`src/rtl/next_pc_predictor_pkg.sv`:
```
// Shared definitions for the fetch-stage next-PC predictor.
//   XLEN    : architectural PC width
//   PC_STEP : sequential fetch increment
//   ctr_e   : 2-bit branch direction counter states
package next_pc_predictor_pkg;

  localparam int              XLEN    = 32;
  localparam logic [XLEN-1:0] PC_STEP = 32'd4;

  typedef enum logic [1:0] {
    SNT = 2'b00,  // strongly not taken
    WNT = 2'b01,  // weakly not taken
    WT  = 2'b10,  // weakly taken
    ST  = 2'b11   // strongly taken
  } ctr_e;

endpackage

```
`src/rtl/next_pc_predictor_sat_counter2.sv`:
```
// 2-bit saturating counter next-state logic (purely combinational).
//   ctr      in  current counter state
//   inc      in  1 = count toward taken, 0 = count toward not taken
//   ctr_next out next counter state, held at ST / SNT when saturated
module sat_counter2
  import next_pc_predictor_pkg::*;
(
  input  ctr_e ctr,
  input  logic inc,
  output ctr_e ctr_next
);

  // NOTE: every output of a combinational block gets a default first, so no
  // path through the if/else leaves it unassigned and no latch is inferred.
  always_comb begin
    ctr_next = ctr;
    if (inc) begin
      if (ctr != ST) ctr_next = ctr_e'(ctr + 2'b01);
    end else begin
      if (ctr != SNT) ctr_next = ctr_e'(ctr - 2'b01);
    end
  end

endmodule

```
`src/rtl/next_pc_predictor.sv`:
```
// Fetch-stage next-PC generator with a direct-mapped BTB and 2-bit counters.
// Ports:
//   clk, rst_n        clock (rising edge), async active-low reset
//   pc_f, stall_f     current fetch PC and PC-register hold
//   ex_*              branch/jump resolution from EX and the prediction it carried
//   pc_next           next value for the PC register
//   pred_taken_f      prediction for pc_f
//   pred_target_f     predicted target for pc_f (pc_f+4 on a BTB miss)
//   redirect          EX mispredict: flush IF/ID and ID/EX this cycle
module next_pc_predictor
  import next_pc_predictor_pkg::*;
#(
  parameter int              ENTRIES  = 16,
  parameter logic [XLEN-1:0] RESET_PC = '0
) (
  input  logic            clk,
  input  logic            rst_n,
  input  logic [XLEN-1:0] pc_f,
  input  logic            stall_f,
  input  logic            ex_valid,
  input  logic            ex_is_branch,
  input  logic            ex_is_jump,
  input  logic            ex_taken,
  input  logic [XLEN-1:0] ex_pc,
  input  logic [XLEN-1:0] ex_target,
  input  logic            ex_pred_taken,
  input  logic [XLEN-1:0] ex_pred_target,
  output logic [XLEN-1:0] pc_next,
  output logic            pred_taken_f,
  output logic [XLEN-1:0] pred_target_f,
  output logic            redirect
);

  localparam int IDX  = $clog2(ENTRIES);
  localparam int TAGW = XLEN - IDX - 2;

  // BTB storage as flop arrays
  logic [ENTRIES-1:0] valid_q;
  logic [ENTRIES-1:0] jmp_q;
  ctr_e               ctr_q [ENTRIES];
  logic [TAGW-1:0]    tag_q [ENTRIES];
  logic [XLEN-1:0]    tgt_q [ENTRIES];

  logic            pending_q;
  logic [XLEN-1:0] pending_pc_q;

  // Fetch-side lookup
  logic [IDX-1:0]  f_idx;
  logic [TAGW-1:0] f_tag;
  logic            f_hit;
  logic [XLEN-1:0] pc_f_seq;

  assign f_idx    = pc_f[IDX+1:2];
  assign f_tag    = pc_f[XLEN-1:IDX+2];
  assign f_hit    = valid_q[f_idx] && (tag_q[f_idx] == f_tag);
  assign pc_f_seq = pc_f + PC_STEP;

  assign pred_taken_f  = f_hit && (jmp_q[f_idx] || (ctr_q[f_idx] inside {WT, ST}));
  assign pred_target_f = f_hit ? tgt_q[f_idx] : pc_f_seq;

  // EX-side resolution
  logic            resolve;
  logic            act_taken;
  logic            mispredict;
  logic [XLEN-1:0] fix_pc;
  logic [IDX-1:0]  ex_idx;
  logic [TAGW-1:0] ex_tag;
  logic            ex_hit;
  ctr_e            ctr_upd;

  assign resolve    = ex_valid && (ex_is_branch || ex_is_jump);
  assign act_taken  = ex_taken || ex_is_jump;
  assign mispredict = resolve && ((act_taken != ex_pred_taken) ||
                                  (act_taken && (ex_target != ex_pred_target)));
  assign fix_pc     = act_taken ? ex_target : (ex_pc + PC_STEP);
  assign ex_idx     = ex_pc[IDX+1:2];
  assign ex_tag     = ex_pc[XLEN-1:IDX+2];
  assign ex_hit     = valid_q[ex_idx] && (tag_q[ex_idx] == ex_tag);

  sat_counter2 u_ctr_upd (
    .ctr      (ctr_q[ex_idx]),
    .inc      (act_taken),
    .ctr_next (ctr_upd)
  );

  assign redirect = mispredict;

  // A correction from EX wins, then a correction parked during a stall,
  // then the BTB prediction.
  always_comb begin
    pc_next = pred_taken_f ? pred_target_f : pc_f_seq;
    if (mispredict)     pc_next = fix_pc;
    else if (pending_q) pc_next = pending_pc_q;
  end

  // NOTE: sequential state uses non-blocking assignments so every flop
  // samples pre-edge values, giving the lookup/update same-cycle ordering.
  always_ff @(posedge clk or negedge rst_n) begin
    if (!rst_n) begin
      valid_q <= '0;
      for (int i = 0; i < ENTRIES; i++) ctr_q[i] <= WNT;
    end else if (resolve) begin
      if (ex_hit) begin
        ctr_q[ex_idx] <= ctr_upd;
      end else if (act_taken) begin
        valid_q[ex_idx] <= 1'b1;
        ctr_q[ex_idx]   <= ex_is_jump ? ST : WT;
      end
    end
  end

  // NOTE: tag/target/jump arrays are not reset; they are only observed
  // through a set valid bit, so clearing valid_q is enough to flush the BTB.
  always_ff @(posedge clk) begin
    if (resolve && (ex_hit || act_taken)) begin
      tag_q[ex_idx] <= ex_tag;
      jmp_q[ex_idx] <= ex_is_jump;
      if (act_taken) tgt_q[ex_idx] <= ex_target;
    end
  end

  // Park a correction that the stalled PC register could not take.
  always_ff @(posedge clk or negedge rst_n) begin
    if (!rst_n) begin
      pending_q    <= 1'b0;
      pending_pc_q <= RESET_PC;
    end else if (mispredict && stall_f) begin
      pending_q    <= 1'b1;
      pending_pc_q <= fix_pc;
    end else if (!stall_f) begin
      pending_q    <= 1'b0;
    end
  end

endmodule

```
`config.mk`:
```
export PLATFORM = sky130hd
export DESIGN_NAME = next_pc_predictor
export DESIGN_NICKNAME = d
export VERILOG_FILES = /design/src/rtl/next_pc_predictor_pkg.sv /design/src/rtl/next_pc_predictor_sat_counter2.sv /design/src/rtl/next_pc_predictor.sv
export SDC_FILE = /design/constraint.sdc
export NUM_CORES = 1
export LEC_CHECK = 0
export BUFFER_PORTS_ARGS = -buffer_cell sky130_fd_sc_hd__buf_2
export CAP_MARGIN = 0
export CORE_MARGIN = 10
export CORE_UTILIZATION = 56
export DETAILED_ROUTE_END_ITERATION = 7
export PLACE_DENSITY = 0.74
export RECOVER_POWER = 50
export SYNTH_ARGS = -nofsm -noshare
export SYNTH_HDL_FRONTEND = slang
export SYNTH_HIERARCHICAL = 1
export SYNTH_SLANG_ARGS = --single-unit
```
`constraint.sdc`:
```
create_clock -name clk -period 4.45 [get_ports clk]
set_input_delay 0.445 -clock clk [delete_from_list [all_inputs] [get_ports clk]]
set_output_delay 0.445 -clock clk [all_outputs]
set_load 0.1 [all_outputs]
```
* After elaboration in Yosys (flattened, before gate mapping) *
Memories as Yosys holds them, arrays and structs flattened.
Cells that the tools add are included.

cells by class
  $add $sub $neg = 4
  magnitude comparators = 6
  eq/ne operators = 8
  muxes and demuxes = 37
  bitwise operators = 4
  reduce and logical (&&, ||, !) cells = 20

operators with widths
  operator                                                                              number
  32-bit two-way mux                                                                    7
  32-bit by 3-bit adder with 32-bit output (second input constant)                      2
  32-bit bitwise mux                                                                    2
  26-bit == test                                                                        2
  32-bit inequality test                                                                1
  2-bit binary-select mux with 4-bit select                                             2
  16-bit bitwise mux                                                                    1
  2-bit two-way mux                                                                     8
  16-bit bitwise OR                                                                     1
  1-bit binary-select mux with 4-bit select                                             3
  1-bit two-way mux                                                                     12
  5-bit greater-or-equal comparator (second input constant)                             2
  1-bit logical AND                                                                     10
  4-bit by 5-bit less-than comparator with 1-bit output (second input constant)         2
  4-bit inverter with 5-bit output                                                      2
  2-bit demux with 4-bit select                                                         1
  2-bit nonzero test                                                                    3
  1-bit logical OR                                                                      5
  5-bit by 1-bit less-than comparator with 1-bit output (second input constant)         1
  1-bit demux with 4-bit select                                                         1
  2-bit == test (second input constant)                                                 2
  4-bit by 1-bit greater-or-equal comparator with 1-bit output (second input constant)  1
  3-bit AND reduction                                                                   1
  2-bit by 1-bit adder with 2-bit output (second input constant)                        1
  other kinds (6)                                                                       6

word-level totals
  register bits = 97
  memory bits (writable) = 928
  input bits = 136
  word-level logic and storage cells = 101
  memories = 2

memories
  name   depth  width  rd ports  clocked after memory_dff  write ports  RTL line                 text
  tgt_q  16     32     1         0                         1            next_pc_predictor.sv:42  logic [XLEN-1:0] tgt_q [ENTRIES];
  tag_q  16     26     2         0                         1            next_pc_predictor.sv:41  logic [TAGW-1:0] tag_q [ENTRIES];

* Depth between registers and ports, before layout *
  word-level depth = 11
  gate-level depth with buffers = 14

* Cells and area by module *
The synthesis kept the hierarchy.

modules (own cells, without submodules)
  module             instances  cells an instance  area each (um^2)  seq. area each (um^2)
  next_pc_predictor  1          2881               48141.2           30394.2
  sat_counter2       1          3                  26.3              0.0

* Worst setup path before layout *
OpenSTA, ideal clock, no wires.

  path type = input port to output port
  from = input pc_f[2]
  to = output pc_next[31]
  data arrival time = 5.190 ns
  path slack = -1.185 ns
  stages = 12
  path buffers = 4
  cell sequence = buf_2 buf_6 buf_6 buf_4 nand2_1 or3_1 nor4_1 nor2b_1 or3b_2 xnor2_1 mux2i_1 o21ai_0

on the way
  longest elaborated chain between the ends = 11

RTL lines
  item                                                    RTL line                 text
  from (decl)                                             next_pc_predictor.sv:18  input logic [XLEN-1:0] pc_f,
  4-bit inverter with 5-bit output (implied by the code)  next_pc_predictor.sv:58  assign pred_taken_f = f_hit && (jmp_q[f_idx] || (ctr_q[f_idx] inside {WT, ST}));
  2-bit binary-select mux with 4-bit select               next_pc_predictor.sv:58
  2-bit two-way mux (implied by the code) (2 in series)   next_pc_predictor.sv:58
  2-bit == test                                           next_pc_predictor.sv:58
  2-bit nonzero test                                      next_pc_predictor.sv:58
  1-bit logical OR                                        next_pc_predictor.sv:58
  1-bit logical AND                                       next_pc_predictor.sv:58
  32-bit two-way mux *                                    next_pc_predictor.sv:91  pc_next = pred_taken_f ? pred_target_f : pc_f_seq;
  32-bit two-way mux *                                    next_pc_predictor.sv:93  else if (pending_q) pc_next = pending_pc_q;
  32-bit two-way mux *                                    next_pc_predictor.sv:92  if (mispredict) pc_next = fix_pc;
  to (decl)                                               next_pc_predictor.sv:28  output logic [XLEN-1:0] pc_next,

Mark *: on every way between the ends. The rest lies on a longest branch, timed or not. The select of a mux whose other input is x is not followed.

* Final worst setup path *
  from = input pc_f[3]
  to = output pc_next[12]

Same word-level chain as after synthesis.

==> impl_metrics.tcl <==
set metrics [dict create \
    critical_path.max_fanout 25 \
    row_count 107 \
    gp_congestion 0.982 \
    crit_chain "buf_8 -> buf_12 -> buf_4 -> mux4_2 -> a22oi_1 -> a21oi_1 -> nand3b_1 -> buf_6 -> nor4bb_4 -> buf_4 -> nand4bb_4 -> buf_12 -> mux2i_1 -> o21ai_2 -> buf_12" \
    period_share 1.03 \
    fp.coreArea_mm2 0.0853 \
    syn_avg_cell_area_um2 16.7 \
    cts_tree "built" \
    setup_ws_ns -0.126 \
    routed_wl_um 174000 \
    pre_cts_slack_ns -0.218 \
    antenna_found_initial 11 \
    ir_drop_v 0.000414 \
    arrival_ns 4.13 \
    max_freq_mhz 219 \
    grt_max_degree 78 \
    drc_errors 0 \
    synth_area_mm2 0.0482 \
    path_class "input pin to output pin" \
    grt_pass1_vias 32600 \
    path_clk_slew_ns 0.06 \
    maxCapViolCount 1 \
    rsz0062_at_grt "yes" \
    drv_slew 34 \
    violations "capacitance limit, slew limit, setup timing" \
    hold-path-endpoint "pending_pc_q[0]" \
    clockRootBuffer "clkbuf_16" \
    dp_hpwl_um 119000 \
    crit_path_start_kind "input pin" \
    worst_r2r_path_depth 12 \
    synth_ff_type "edfxtp_1" \
    synth_edf_count 944 \
    ys_warn_count 6 \
    worstReg2RegEnd "tag_q[8][10]" \
    powerDensity_mw_per_mm2 403 \
    final_core_util 0.675 \
    htreeDepth 3 \
    fin_nets 3488 \
    synth_common_cells "edfxtp_1 (944), mux4_2 (328), mux2i_1 (182)" \
    whs_path_depth 3 \
    setup_viol 32 \
    status "finished with violations" \
    min-delay-start "ex_pc[0]" \
    synth_fp_nets 3025 \
    numCtsBuffers 101 \
    worst_slew_pin_slew_ns 2.20 \
    synthCells 2884 \
    synth.distinct_cells 93 \
    die_y_um 313 \
    synthTopCellsByArea "edfxtp_1 (59%), mux4_2 (15%), mux2i_1 (3.8%)" \
    io_pins 202 \
    period_needed_ns 4.58 \
    worstHoldPathType "input pin to register" \
    synth_top_area_share 0.589 \
    die_width_um 313 \
    ys_seq_elements 1025 \
    clk_path_buf_depth 3 \
    clock_sinks 1025 \
    first_pass_iters 6 \
    r2r-start "tag_q[2][18]" \
    path_common_cell "buf_12" \
    num_vias 33000 \
    relSlewSlack -0.464 \
    skew_ns 0.0266 \
    gr-total-overflow 0 \
    track_usage 0.349 \
    final_hold_viol_count 0 \
    r2r_slack_ns 0.35 \
    clk_latency_ns 0.68 \
    required_ns 4.01 \
    end_kind "output pin" \
    areaGrowthSynthToFinish_pct 19.6 \
    p_leak_nw 19.8 \
    drive_gt1_frac 0.339 \
    port_buffers 201 \
    drt_iter0_drc 5485 \
    routedWlPerCell_um 37.9 \
    synth_area_leader_cell "edfxtp_1" \
    whs_ns 0.175 \
    max_stage_delay_ns 0.34 \
    start_util 0.565 \
    grt_pass1_wl_um 245000 \
    die-area_mm2 0.0981 \
    finalSetupTns_ns -1.14 \
    finalPower_mw 23.2 \
    ant_nets 0 \
    ys_seq_area_frac 0.631 \
    cp_slowest_cell "a22oi_1" \
    yosysMostFrequentCell "edfxtp_1" \
    synthArstFlopShare 0.0790 \
    vias_per_cell 7.19 \
]
[area by class of cell]
type	count	area [um2]
flip-flops and latches	1025	30400
inverters	39	148
fillers	5618	27700
multi-input cells	1627	17200
well taps	1144	1430
clock buffers	123	2630
clock inverters	67	712
diodes	4	10.0
repair buffers	553	5090
[worst max path at each step]
stage	end	cells past startpoint	slack (ns)	from
finish	pc_next[12]	15	-0.13	pc_f[3]
global route	pc_next[12]	13	-0.20	tag_q[11][22]
CTS	pc_next[3]	11	-0.05	tag_q[8][6]
detailed placement	pc_next[31]	14	-0.22	pc_f[4]
global placement	pc_next[31]	14	-0.26	pc_f[4]
floorplan	pc_next[31]	12	-0.35	pc_f[2]
[routing by layer]
layer,track usage,up-vias,part of all wire
met3,0.0967,536,0.14
li1,-,12700,-
met4,0.148,16,0.053
met2,0.542,2958,0.46
met1,0.464,16800,0.35
met5,0,-,0.00059
[state kept, by name, summed over array words and instances (netlist names)]
name	cells
tgt_q	512
tag_q	416
ctr_q	32
pending_pc_q	32
jmp_q	16
valid_q	16
pending_q	1
[cells in the final DEF (no fill, tap or decap), types with 14 or more instances in the layout]
cell       Yosys  final
a21oi_1       60     59
a22o_1        19     19
a22oi_1       37     36
and3_1        16     15
buf_12         2    109
buf_2         47     82
buf_4         20    277
clkbuf_1      86     92
clkbuf_16      0    102
clkinv_1       3     24
clkinv_2       0     14
dfrtp_1       65     65
dfstp_2       16     16
edfxtp_1     944    944
inv_1         34     34
mux2_2        72     72
mux2i_1      182    175
mux4_2       328    328
nand2_1      152    150
nand3_1       42     40
nand4_1       24     24
nor2_1       107     84
nor2_4        10     31
nor2b_1       14     14
nor3_1        40     36
nor4_1        33     28
o21a_1        17     17
o21ai_0      110     93
o21ai_2        0     15
or3_1         19     18
xnor2_1       85     81
xor2_1        39     38
[per-stage QoR]
| stage | instance area, um2 | instances |
|---|---|---|
| after floorplan | 48400 | 2884 |
| after global placement | 54000 | 4376 |
| after detailed placement | 54000 | 4376 |
| after CTS | 57600 | 4571 |
| after global routing | 57600 | 4578 |
| final | 57600 | 4582 |
[cell families after synthesis]
family,share of synthesized area
AOI/OAI and AO/OA,0.0555
xor gates and xnor gates,0.0225
adders and majority gates,0.00177
buffers and inverters,0.0244
DFF,0.631
muxes,0.210
and+or+nand+nor,0.0546
[worst max-delay path, delay by kind of cell]
family / cells / cell delay (ns)
mux: 2 / 0.53
compound gates: 3 / 0.76
buf+inv: 7 / 1.60
simple gates: 3 / 0.70
[where the power goes]
part | total [mW] | switching, mW | internal (mW)
Combinational | 3.42 | 2.12 | 1.31
Clock | 8.79 | 3.80 | 4.99
Sequential | 11.0 | 0.165 | 10.8
[repair_timing]
item | in CTS | in global routing
setup buffers | 3 | 7
pin swaps | 9 | 20
endpoints found under the setup margin | 64 | 62
hold buffers | 2 | 0
gates resized for setup | 30 | 29
hold endpoints to repair | 33 | 0
Power figures use the tool's default switching activity.
